<file path="config.mk">
export PLATFORM = sky130hd
export DESIGN_NAME = mdc_kernel_adapter_ctrl
export DESIGN_NICKNAME = d
export VERILOG_FILES = /design/src/rtl/mdc_kernel_adapter_ctrl.sv
export SDC_FILE = /design/constraint.sdc
export NUM_CORES = 1
export LEC_CHECK = 0
export BUFFER_PORTS_ARGS = -buffer_cell sky130_fd_sc_hd__clkbuf_2
export CAP_MARGIN = 40
export CORE_ASPECT_RATIO = 2
export CORE_UTILIZATION = 52
export CTS_BUF_LIST = sky130_fd_sc_hd__clkbuf_16
export DETAILED_ROUTE_END_ITERATION = 10
export GPL_TIMING_DRIVEN = 0
export PLACE_DENSITY_LB_ADDON = 0.2
export REMOVE_ABC_BUFFERS = 1
export SLEW_MARGIN = 30
export SYNTH_ARGS = -nofsm -noshare
export SYNTH_HDL_FRONTEND = slang
export SYNTH_SLANG_ARGS = --single-unit
</file>
<file path="constraint.sdc">
create_clock -name clk_i -period 3.43 [get_ports clk_i]
set_input_delay 0.686 -clock clk_i [delete_from_list [all_inputs] [get_ports clk_i]]
set_output_delay 0.686 -clock clk_i [all_outputs]
set_load 0.005 [all_outputs]
</file>
<file path="src/rtl/mdc_kernel_adapter_ctrl.sv">
// mdc_kernel_adapter_ctrl
// Flag and sequencing unit between the HWPE engine FSM and an accelerated
// MDC/HLS kernel. It snoops the sink/source stream handshakes, counts them
// against per-job programmed transfer counts, and produces the engine's
// ready / done / end / idle / busy flags.
//
// Ports:
//   clk_i, rst_i       clock, synchronous active-high reset
//   start_i            job start pulse (latches maxes, clears counters)
//   in_valid_i/ready_i snooped sink channel handshake, N_IN wide
//   out_valid_i/ready_i snooped source channel handshake, N_OUT wide
//   in_max_i/out_max_i transfers expected per channel, CNT_W bits each
//   ready_o            all sink channels reached their count (RUN/FIN only)
//   done_o             one-cycle pulse per source handshake seen in RUN
//   end_o              high for the single FIN cycle
//   idle_o / busy_o    state is IDLE / RUN
//   in_cnt_o/out_cnt_o live per-channel counters
//   err_o              sticky surplus-handshake flag
//
// Optional feature: define MDC_KERNEL_ADAPTER_OVF_ERR_EN to build the
// surplus-handshake detector driving err_o; otherwise err_o is tied 0.
module mdc_kernel_adapter_ctrl #(
  parameter int N_IN  = 3,
  parameter int N_OUT = 1,
  parameter int CNT_W = 16
) (
  input  logic                   clk_i,
  input  logic                   rst_i,
  input  logic                   start_i,
  input  logic [N_IN-1:0]        in_valid_i,
  input  logic [N_IN-1:0]        in_ready_i,
  input  logic [N_OUT-1:0]       out_valid_i,
  input  logic [N_OUT-1:0]       out_ready_i,
  input  logic [N_IN*CNT_W-1:0]  in_max_i,
  input  logic [N_OUT*CNT_W-1:0] out_max_i,
  output logic                   ready_o,
  output logic [N_OUT-1:0]       done_o,
  output logic                   end_o,
  output logic                   idle_o,
  output logic                   busy_o,
  output logic [N_IN*CNT_W-1:0]  in_cnt_o,
  output logic [N_OUT*CNT_W-1:0] out_cnt_o,
  output logic                   err_o
);

  typedef enum logic [1:0] {
    ST_IDLE = 2'd0,
    ST_RUN  = 2'd1,
    ST_FIN  = 2'd2
  } state_t;

  localparam logic [CNT_W-1:0] CNT_ONE = CNT_W'(1'b1);

  state_t                   state_r;
  state_t                   state_nxt_s;
  logic [N_IN*CNT_W-1:0]    in_max_r;
  logic [N_IN*CNT_W-1:0]    in_max_nxt_s;
  logic [N_IN*CNT_W-1:0]    in_cnt_r;
  logic [N_IN*CNT_W-1:0]    in_cnt_nxt_s;
  logic [N_OUT*CNT_W-1:0]   out_max_r;
  logic [N_OUT*CNT_W-1:0]   out_max_nxt_s;
  logic [N_OUT*CNT_W-1:0]   out_cnt_r;
  logic [N_OUT*CNT_W-1:0]   out_cnt_nxt_s;
  logic [N_IN-1:0]          in_hs_s;
  logic [N_OUT-1:0]         out_hs_s;
  logic                     in_full_s;
  logic                     out_full_s;

  assign in_cnt_o  = in_cnt_r;
  assign out_cnt_o = out_cnt_r;

  // Handshake detection and next shadow-max / counter values.
  always_comb begin
    in_hs_s       = in_valid_i & in_ready_i;
    out_hs_s      = out_valid_i & out_ready_i;
    in_max_nxt_s  = in_max_r;
    out_max_nxt_s = out_max_r;
    in_cnt_nxt_s  = in_cnt_r;
    out_cnt_nxt_s = out_cnt_r;
    if (start_i) begin
      // start dominates: a coincident handshake is dropped
      in_max_nxt_s  = in_max_i;
      out_max_nxt_s = out_max_i;
      in_cnt_nxt_s  = '0;
      out_cnt_nxt_s = '0;
    end else begin
      case (state_r)
        ST_RUN: begin
          // counting stops at max, so a disabled (max 0) channel never moves
          for (int k = 0; k < N_IN; k++) begin
            if (in_hs_s[k] && (in_cnt_r[k*CNT_W +: CNT_W] < in_max_r[k*CNT_W +: CNT_W])) begin
              in_cnt_nxt_s[k*CNT_W +: CNT_W] = in_cnt_r[k*CNT_W +: CNT_W] + CNT_ONE;
            end else begin
              in_cnt_nxt_s[k*CNT_W +: CNT_W] = in_cnt_r[k*CNT_W +: CNT_W];
            end
          end
          for (int j = 0; j < N_OUT; j++) begin
            if (out_hs_s[j] && (out_cnt_r[j*CNT_W +: CNT_W] < out_max_r[j*CNT_W +: CNT_W])) begin
              out_cnt_nxt_s[j*CNT_W +: CNT_W] = out_cnt_r[j*CNT_W +: CNT_W] + CNT_ONE;
            end else begin
              out_cnt_nxt_s[j*CNT_W +: CNT_W] = out_cnt_r[j*CNT_W +: CNT_W];
            end
          end
        end
        ST_IDLE: in_cnt_nxt_s = in_cnt_r;
        ST_FIN:  in_cnt_nxt_s = in_cnt_r;
        default: in_cnt_nxt_s = in_cnt_r;
      endcase
    end
  end

  // Completion flags evaluated on the post-edge counters so flags land one
  // cycle after the completing handshake.
  always_comb begin
    in_full_s  = 1'b1;
    out_full_s = 1'b1;
    for (int k = 0; k < N_IN; k++) begin
      in_full_s = in_full_s & (in_cnt_nxt_s[k*CNT_W +: CNT_W] == in_max_nxt_s[k*CNT_W +: CNT_W]);
    end
    for (int j = 0; j < N_OUT; j++) begin
      out_full_s = out_full_s & (out_cnt_nxt_s[j*CNT_W +: CNT_W] == out_max_nxt_s[j*CNT_W +: CNT_W]);
    end
  end

  // Job state transitions.
  always_comb begin
    if (start_i) begin
      state_nxt_s = ST_RUN;
    end else begin
      case (state_r)
        ST_IDLE: state_nxt_s = ST_IDLE;
        ST_RUN:  state_nxt_s = out_full_s ? ST_FIN : ST_RUN;
        ST_FIN:  state_nxt_s = ST_IDLE;
        default: state_nxt_s = ST_IDLE;
      endcase
    end
  end

  // State, shadow maxes, counters and registered flags.
  always_ff @(posedge clk_i) begin
    if (rst_i) begin
      state_r   <= ST_IDLE;
      in_max_r  <= '0;
      out_max_r <= '0;
      in_cnt_r  <= '0;
      out_cnt_r <= '0;
      ready_o   <= 1'b0;
      done_o    <= '0;
      end_o     <= 1'b0;
      idle_o    <= 1'b1;
      busy_o    <= 1'b0;
    end else begin
      state_r   <= state_nxt_s;
      in_max_r  <= in_max_nxt_s;
      out_max_r <= out_max_nxt_s;
      in_cnt_r  <= in_cnt_nxt_s;
      out_cnt_r <= out_cnt_nxt_s;
      ready_o   <= (state_nxt_s != ST_IDLE) & in_full_s;
      done_o    <= (!start_i && (state_r == ST_RUN)) ? out_hs_s : '0;
      end_o     <= (state_nxt_s == ST_FIN);
      idle_o    <= (state_nxt_s == ST_IDLE);
      busy_o    <= (state_nxt_s == ST_RUN);
    end
  end

`ifdef MDC_KERNEL_ADAPTER_OVF_ERR_EN
  logic ovf_s;
  logic err_r;

  // Surplus handshake: a RUN-state handshake on a channel already at its max.
  always_comb begin
    ovf_s = 1'b0;
    for (int k = 0; k < N_IN; k++) begin
      ovf_s = ovf_s | (in_hs_s[k] & (in_cnt_r[k*CNT_W +: CNT_W] >= in_max_r[k*CNT_W +: CNT_W]));
    end
    for (int j = 0; j < N_OUT; j++) begin
      ovf_s = ovf_s | (out_hs_s[j] & (out_cnt_r[j*CNT_W +: CNT_W] >= out_max_r[j*CNT_W +: CNT_W]));
    end
    ovf_s = ovf_s & (state_r == ST_RUN);
  end

  // Sticky error flag, cleared only by reset or a new job.
  always_ff @(posedge clk_i) begin
    if (rst_i) begin
      err_r <= 1'b0;
    end else if (start_i) begin
      err_r <= 1'b0;
    end else begin
      err_r <= err_r | ovf_s;
    end
  end

  assign err_o = err_r;
`else
  assign err_o = 1'b0;
`endif

endmodule

</file>
# --- Word-level counts from Yosys, hierarchy flattened ---
# Cells that the tools add are included.
totals:
  ff_bits: 135
  ram_bits: 0
  mem_count: 0
  latchBits: 0
  inputBits: 75
  romBits: 0
  wordCells: 53
classes:
  order_cmp: 4
  shifts: 0
  n_bitwise: 6
  muxes: 13
  n_mul: 0
  n_reduce_logical: 9
  n_eq_ne: 7
  add_sub_neg: 4
  div_mod_pow: 0
ops:
  columns: ["op", "count"]
  rows:
  - ["2-to-1 mux 48 bit", 3]
  - ["2-to-1 mux 16 bit", 7]
  - ["adder 16 x 1 -> 16 bit (second input constant)", 4]
  - ["== test 16 bit", 4]
  - ["less-than comparator 16 bit", 4]
  - ["2-to-1 mux 2 bit", 3]
  - ["logical AND 1 bit", 5]
  - ["AND 1 bit", 4]
  - ["== test 2 x 1 -> 1 bit (second input constant)", 2]
  - ["AND 3 bit", 1]
  - ["== test 2 bit (second input constant)", 1]
  - ["zero test 2 bit", 1]
  - ["nonzero test 2 bit", 1]
  - ["OR reduction 2 bit", 1]
  - ["zero test 1 bit", 1]
  - ["NOT 1 bit", 1]

# --- Longest topological paths before layout ---
logic_depth:
  ltp_word: 11
  mapped_depth: 14
  ltp_nobuf: 12

# --- Worst setup path after synthesis ---
# OpenSTA, ideal clock, no wires.
synth_path:
  path_type: "flip-flop to flip-flop"
  startpoint: "register in_max_r[38]"
  endpoint: "register ready_o"
  path_slack_ns: -0.071
  setup_time_ns: 0.088
  stages_incl_launch_ff: 13
  arrival_ns: 3.413
  required_ns: 3.342
  path_cell_list: "dfxtp_1 inv_1 ha_1 a21o_1 a221o_1 o21bai_1 a211oi_2 nand3_1 xnor2_1 or4_1 nor4_1 a32oi_1 nor4_2"
synth_between:
  elab_chain_len: 8
synth_lines:
  columns: ["item", "line", "rtl"]
  rows:
  - ["from (decl)", "56", "logic [N_IN*CNT_W-1:0] in_max_r;"]
  - ["from (signal assigned)", "154", "in_max_r <= in_max_nxt_s;"]
  - ["less-than comparator 16 bit", "91", "if (in_hs_s[k] && (in_cnt_r[k*CNT_W +: CNT_W] < in_max_r[k*CNT_W +: CNT_W])) begin"]
  - ["logical AND 1 bit", "91", null]
  - ["2-to-1 mux 16 bit", "91", null]
  - ["2-to-1 mux 48 bit", "87", "case (state_r)"]
  - ["2-to-1 mux 48 bit", "80", "if (start_i) begin"]
  - ["== test 16 bit (*)", "118", "in_full_s = in_full_s & (in_cnt_nxt_s[k*CNT_W +: CNT_W] == in_max_nxt_s[k*CNT_W +: CNT_W]);"]
  - ["AND 1 bit (*)", "118", null]
  - ["AND 1 bit (*)", "158", "ready_o <= (state_nxt_s != ST_IDLE) & in_full_s;"]
  - ["to (signal assigned)", "158", null]
  - ["to (decl)", "36", "output logic ready_o,"]
# Every way passes the cells marked *; elsewhere a longest branch is shown, timed or not.
# A chain may end at the register's enable or synchronous reset.

# --- Worst setup path after layout ---
layout_path:
  startpoint: "register in_cnt_r[44], in the netlist in_cnt_o[44]"
  endpoint: "register ready_o"
layout_between:
  elab_chain_len: 8
layout_lines:
  columns: ["item", "line", "rtl"]
  rows:
  - ["from (decl)", "58", "logic [N_IN*CNT_W-1:0] in_cnt_r;"]
  - ["from (signal assigned)", "156", "in_cnt_r <= in_cnt_nxt_s;"]
  - ["less-than comparator 16 bit", "91", null]
  - ["logical AND 1 bit", "91", null]
  - ["2-to-1 mux 16 bit", "91", null]
  - ["2-to-1 mux 48 bit (*)", "87", null]
  - ["2-to-1 mux 48 bit (*)", "80", null]
  - ["== test 16 bit (*)", "118", null]
  - ["AND 1 bit (*)", "118", null]
  - ["AND 1 bit (*)", "158", null]
# Marked as above.

==> flow_summary_export.csv <==
group,metric,value,unit
clock_tree,htreeDepth,4,
power,p_leak,0.00457,uW
worst_setup_path,critical_path_arrival,3.81,ns
detailed_routing,wire_per_inst,21.3,um
detailed_routing,first_pass_iters,6,
power,vdd_ir_drop_max,0.353,mV
finish,drive_gt1_frac,0.270,
synthesis,synth_ff_type,"dfxtp_1",
floorplan,die_h,183,um
worst_setup_path,cp_max_fo,4,
worst_setup_path,critPathTopFamily,"compound AO/OA/AOI/OAI gates",
clock_tree,hold_buffers,0,
clock_tree,clk-insertion-delay-late,0.43,ns
power,comb_power_share,0.145,
synthesis,synth-compound-area-share,0.122,
worst_setup_path,worstSetupEndpointType,"register",
timing,rsz0062_at_grt,"true",
synthesis,synth_xor_area_frac,0.113,
global_routing,grt_pass1_vias,8364,
run_status,violations,"negative setup slack",
timing,period_share,1.01,
finish,final_core_util,0.686,
power,seqPwrFrac,0.413,
synthesis,synth_top_family_by_area,"simple AND/OR/NAND/NOR gates",
detailed_routing,viasPerCell,6.03,
finish,regArea,2750,um^2
synthesis,ys_async_sr_fraction,0,
floorplan,core,15900,um^2
power,powerDensity,371,nW/um^2
timing,fin_ws,-0.0395,ns
timing,finalHoldViolations,0,
timing,period_needed,3.47,ns
synthesis,synth_edf_count,0,
floorplan,die-area,16900,um^2
synthesis,yosys_register_bits,135,
worst_setup_path,crit_path_top_delay_cell,"dfxtp_1",
clock_tree,tritoncts,"yes",
placement,post-dp-hpwl,21100,um
clock_tree,cts_root_buffer,"clkbuf_16",
global_routing,antenna_found_initial,0,
placement,portBuffers,143,
detailed_routing,vias,8299,
power,intPower,2920,uW
synthesis,synthSimpleGateAreaFrac,0.220,
power,p_sw_frac,0.275,
finish,fillCellCount,1302,
clock_tree,cts_buffers,17,
global_routing,grt_pass1_wl,43900,um
power,p_clk_frac,0.442,
finish,diodes,0,
finish,multi_input_area,5940,um^2
floorplan,ios,145,
floorplan,initial_core_util,0.535,
synthesis,yosysSeqAreaShare,0.318,
hold_path,hold_class,"reg2reg",
timing,final_max_slew_viol_count,0,
synthesis,synth_mux_area_frac,0.0794,
synthesis,synthCells,991,
placement,gp_congestion,0.994,
global_routing,grt_max_degree,52,
detailed_routing,drc,0,
finish,layout.nets,1301,
worst_setup_path,worst_ep_required_time,3.77,ns
global_routing,overflow,0,
detailed_routing,wirelength,29400,um
timing,max_freq,288,MHz
clock_tree,clock_path_buffers,2,
floorplan,die_w,92.4,um
worst_setup_path,critPathBufInv,2,
job,maxCapViolations,0,
timing,relSlewSlack,0.452,
floorplan,std_cell_rows,65,
run_status,outcome,"finished with violations",
synthesis,yosys_warnings,0,
worst_setup_path,start_kind,"register",
synthesis,ys_types,73,
timing,setup_viol,1,
power,power_switching,1110,uW
synthesis,synth.avg_cell_area,8.57,um^2
synthesis,syn_area,8490,um^2
worst_setup_path,crit_top_cell,"buf_4",
timing,fin_hold_ws,0.481,ns
worst_setup_path,cpPeakStageDelay,0.44,ns
worst_setup_path,worstSetupPathType,"reg2reg",
finish,syn2layout_area_growth,28.2,%
clock_tree,clock-sinks,135,
clock_tree,path_clk_slew,0.06,ns
timing,clock_skew,0.00898,ns
worst_setup_path,path_cells,"ha_4 > a211o_1 > a31oi_4 > a211oi_4 > buf_4 > buf_4 > a2111oi_2 > xnor2_1 > o221ai_1 > a2111oi_4 > o2111a_1 > a41oi_1 > nor4_2",
detailed_routing,drtAntennaViolNets,0,
detailed_routing,drt_iter0_drc,487,
global_routing,grt_usage,0.347,
timing,worstMarginPinSlew,0.815,ns
synthesis,synth_fa_ha_area_frac,0.0943,
synth_stat cells, types with 9 or more instances:
library cell,n,area [um^2]
a211oi_1,16,120
nor2b_1,11,68.8
nand3_1,33,165
nor4_1,13,81.3
ha_1,64,801
mux2i_1,64,641
dfxtp_1,135,2700
nor2_1,148,556
xnor2_1,53,464
a2111oi_0,13,114
and3_1,22,138
nor3b_1,9,67.6
clkbuf_1,30,113
inv_1,76,285
nor3_1,17,85.1
nand2_1,46,173
a21oi_1,27,135
o21ai_0,18,90.1
nand2b_1,9,56.3
xor2_1,39,342
nand4_1,29,181
area by class of cell:
class	count	share of cell area
Multi-Input combinational cell	747	0.546
Sequential cell	135	0.253
Timing Repair Buffer	185	0.100
Clock buffer	17	0.0391
Inverter	76	0.0262
Tap cell	201	0.0231
Clock inverter	15	0.0128
power by group through the flow:
stage          Combinational, uW  Clock [uW]  Sequential (uW)
3_5_place_dp                 462           0             1700
6_report                     587        1780             1670
3_3_place_gp                 451           0             1700
2_1_floorplan                266           0             1680
4_1_cts                      548        1800             1660
5_1_grt                      626        1860             1670
sequential cells by signal, indices dropped and copies added, names as in the netlist:
register / count
in_cnt_o: 48
in_max_r: 48
out_cnt_o: 16
out_max_r: 16
state_r: 2
busy_o: 1
done_o: 1
end_o: 1
idle_o: 1
ready_o: 1
through the flow:
stage,setup TNS (ns),cell area (um^2),std cells,setup slack (ns),total power [uW]
6_report,-0.0395,10900,1376,-0.0395,4030
5_1_grt,-0.188,10900,1376,-0.165,4150
4_1_cts,-0.00299,10600,1366,-0.00299,4010
3_5_place_dp,-3.69,9400,1305,-1.02,2170
3_3_place_gp,-66.28,9290,1299,-2.23,2150
2_1_floorplan,-2.57,8330,955,-0.673,1950
cells in the final DEF, fill, tap and decap left out, drive strengths merged, types with 6 or more instances in the layout:
cell type,Yosys,final
nor4,14,14
nand2b,9,9
and3,22,22
mux2i,65,65
xor2,40,40
nor2b,11,11
a21oi,27,27
nor3,17,17
a2111oi,16,16
xnor3,6,6
inv,76,77
nand3,34,34
or3,6,6
o21a,6,6
ha,64,64
xnor2,53,53
and2,6,6
nor2,148,148
buf,6,42
o21ai,20,20
clkinv,0,7
nor3b,9,9
a211oi,18,19
nand4,29,29
nand2,46,46
dfxtp,135,135
a2111o,6,6
clkbuf,30,160
worst min-delay path, stage by stage, from the launching register on:
cell and delay, ns:
dfxtp_1 0.32, nand2_1 0.06, a21oi_1 0.05
layer usage:
metal	vias to the layer above	routed length, um	track usage
li1	3871	-	-
met1	3940	9630	0.313
met2	351	15700	0.646
met3	137	1360	0.0613
met4	0	2650	0.293
met5	-	0	0
final timing paths:
check / from / to / slack (ns) / depth (start not counted)
setup / recovery: in_cnt_o[44]$_SDFF_PP0_ / ready_o$_SDFF_PP0_ / -0.04 / 13
setup reg to reg: in_cnt_o[44]$_SDFF_PP0_ / ready_o$_SDFF_PP0_ / -0.04 / 13
hold / removal: out_max_r[13]$_SDFF_PP0_ / out_max_r[13]$_SDFF_PP0_ / 0.48 / 2
hold reg to reg: out_max_r[13]$_SDFF_PP0_ / out_max_r[13]$_SDFF_PP0_ / 0.48 / 2
cell families (layout without fill, tap and decap cells):
family,count (synthesis),after routing
AND/OR/NAND/NOR,375,375
flip-flops,135,135
multiplexers,66,66
XOR/XNOR,99,99
buffers and inverters,112,293
AO/OA/AOI/OAI,139,142
other,1,1
adder cells (fa/ha/maj),64,64
timing repair:
action | CTS | global route
pin swaps | 27 | 15
gates resized for setup | 97 | 36
setup endpoints to repair | 5 | 5
setup buffers | 26 | 10
gates cloned | 3 | 0
(Power assumes the default switching activity.)
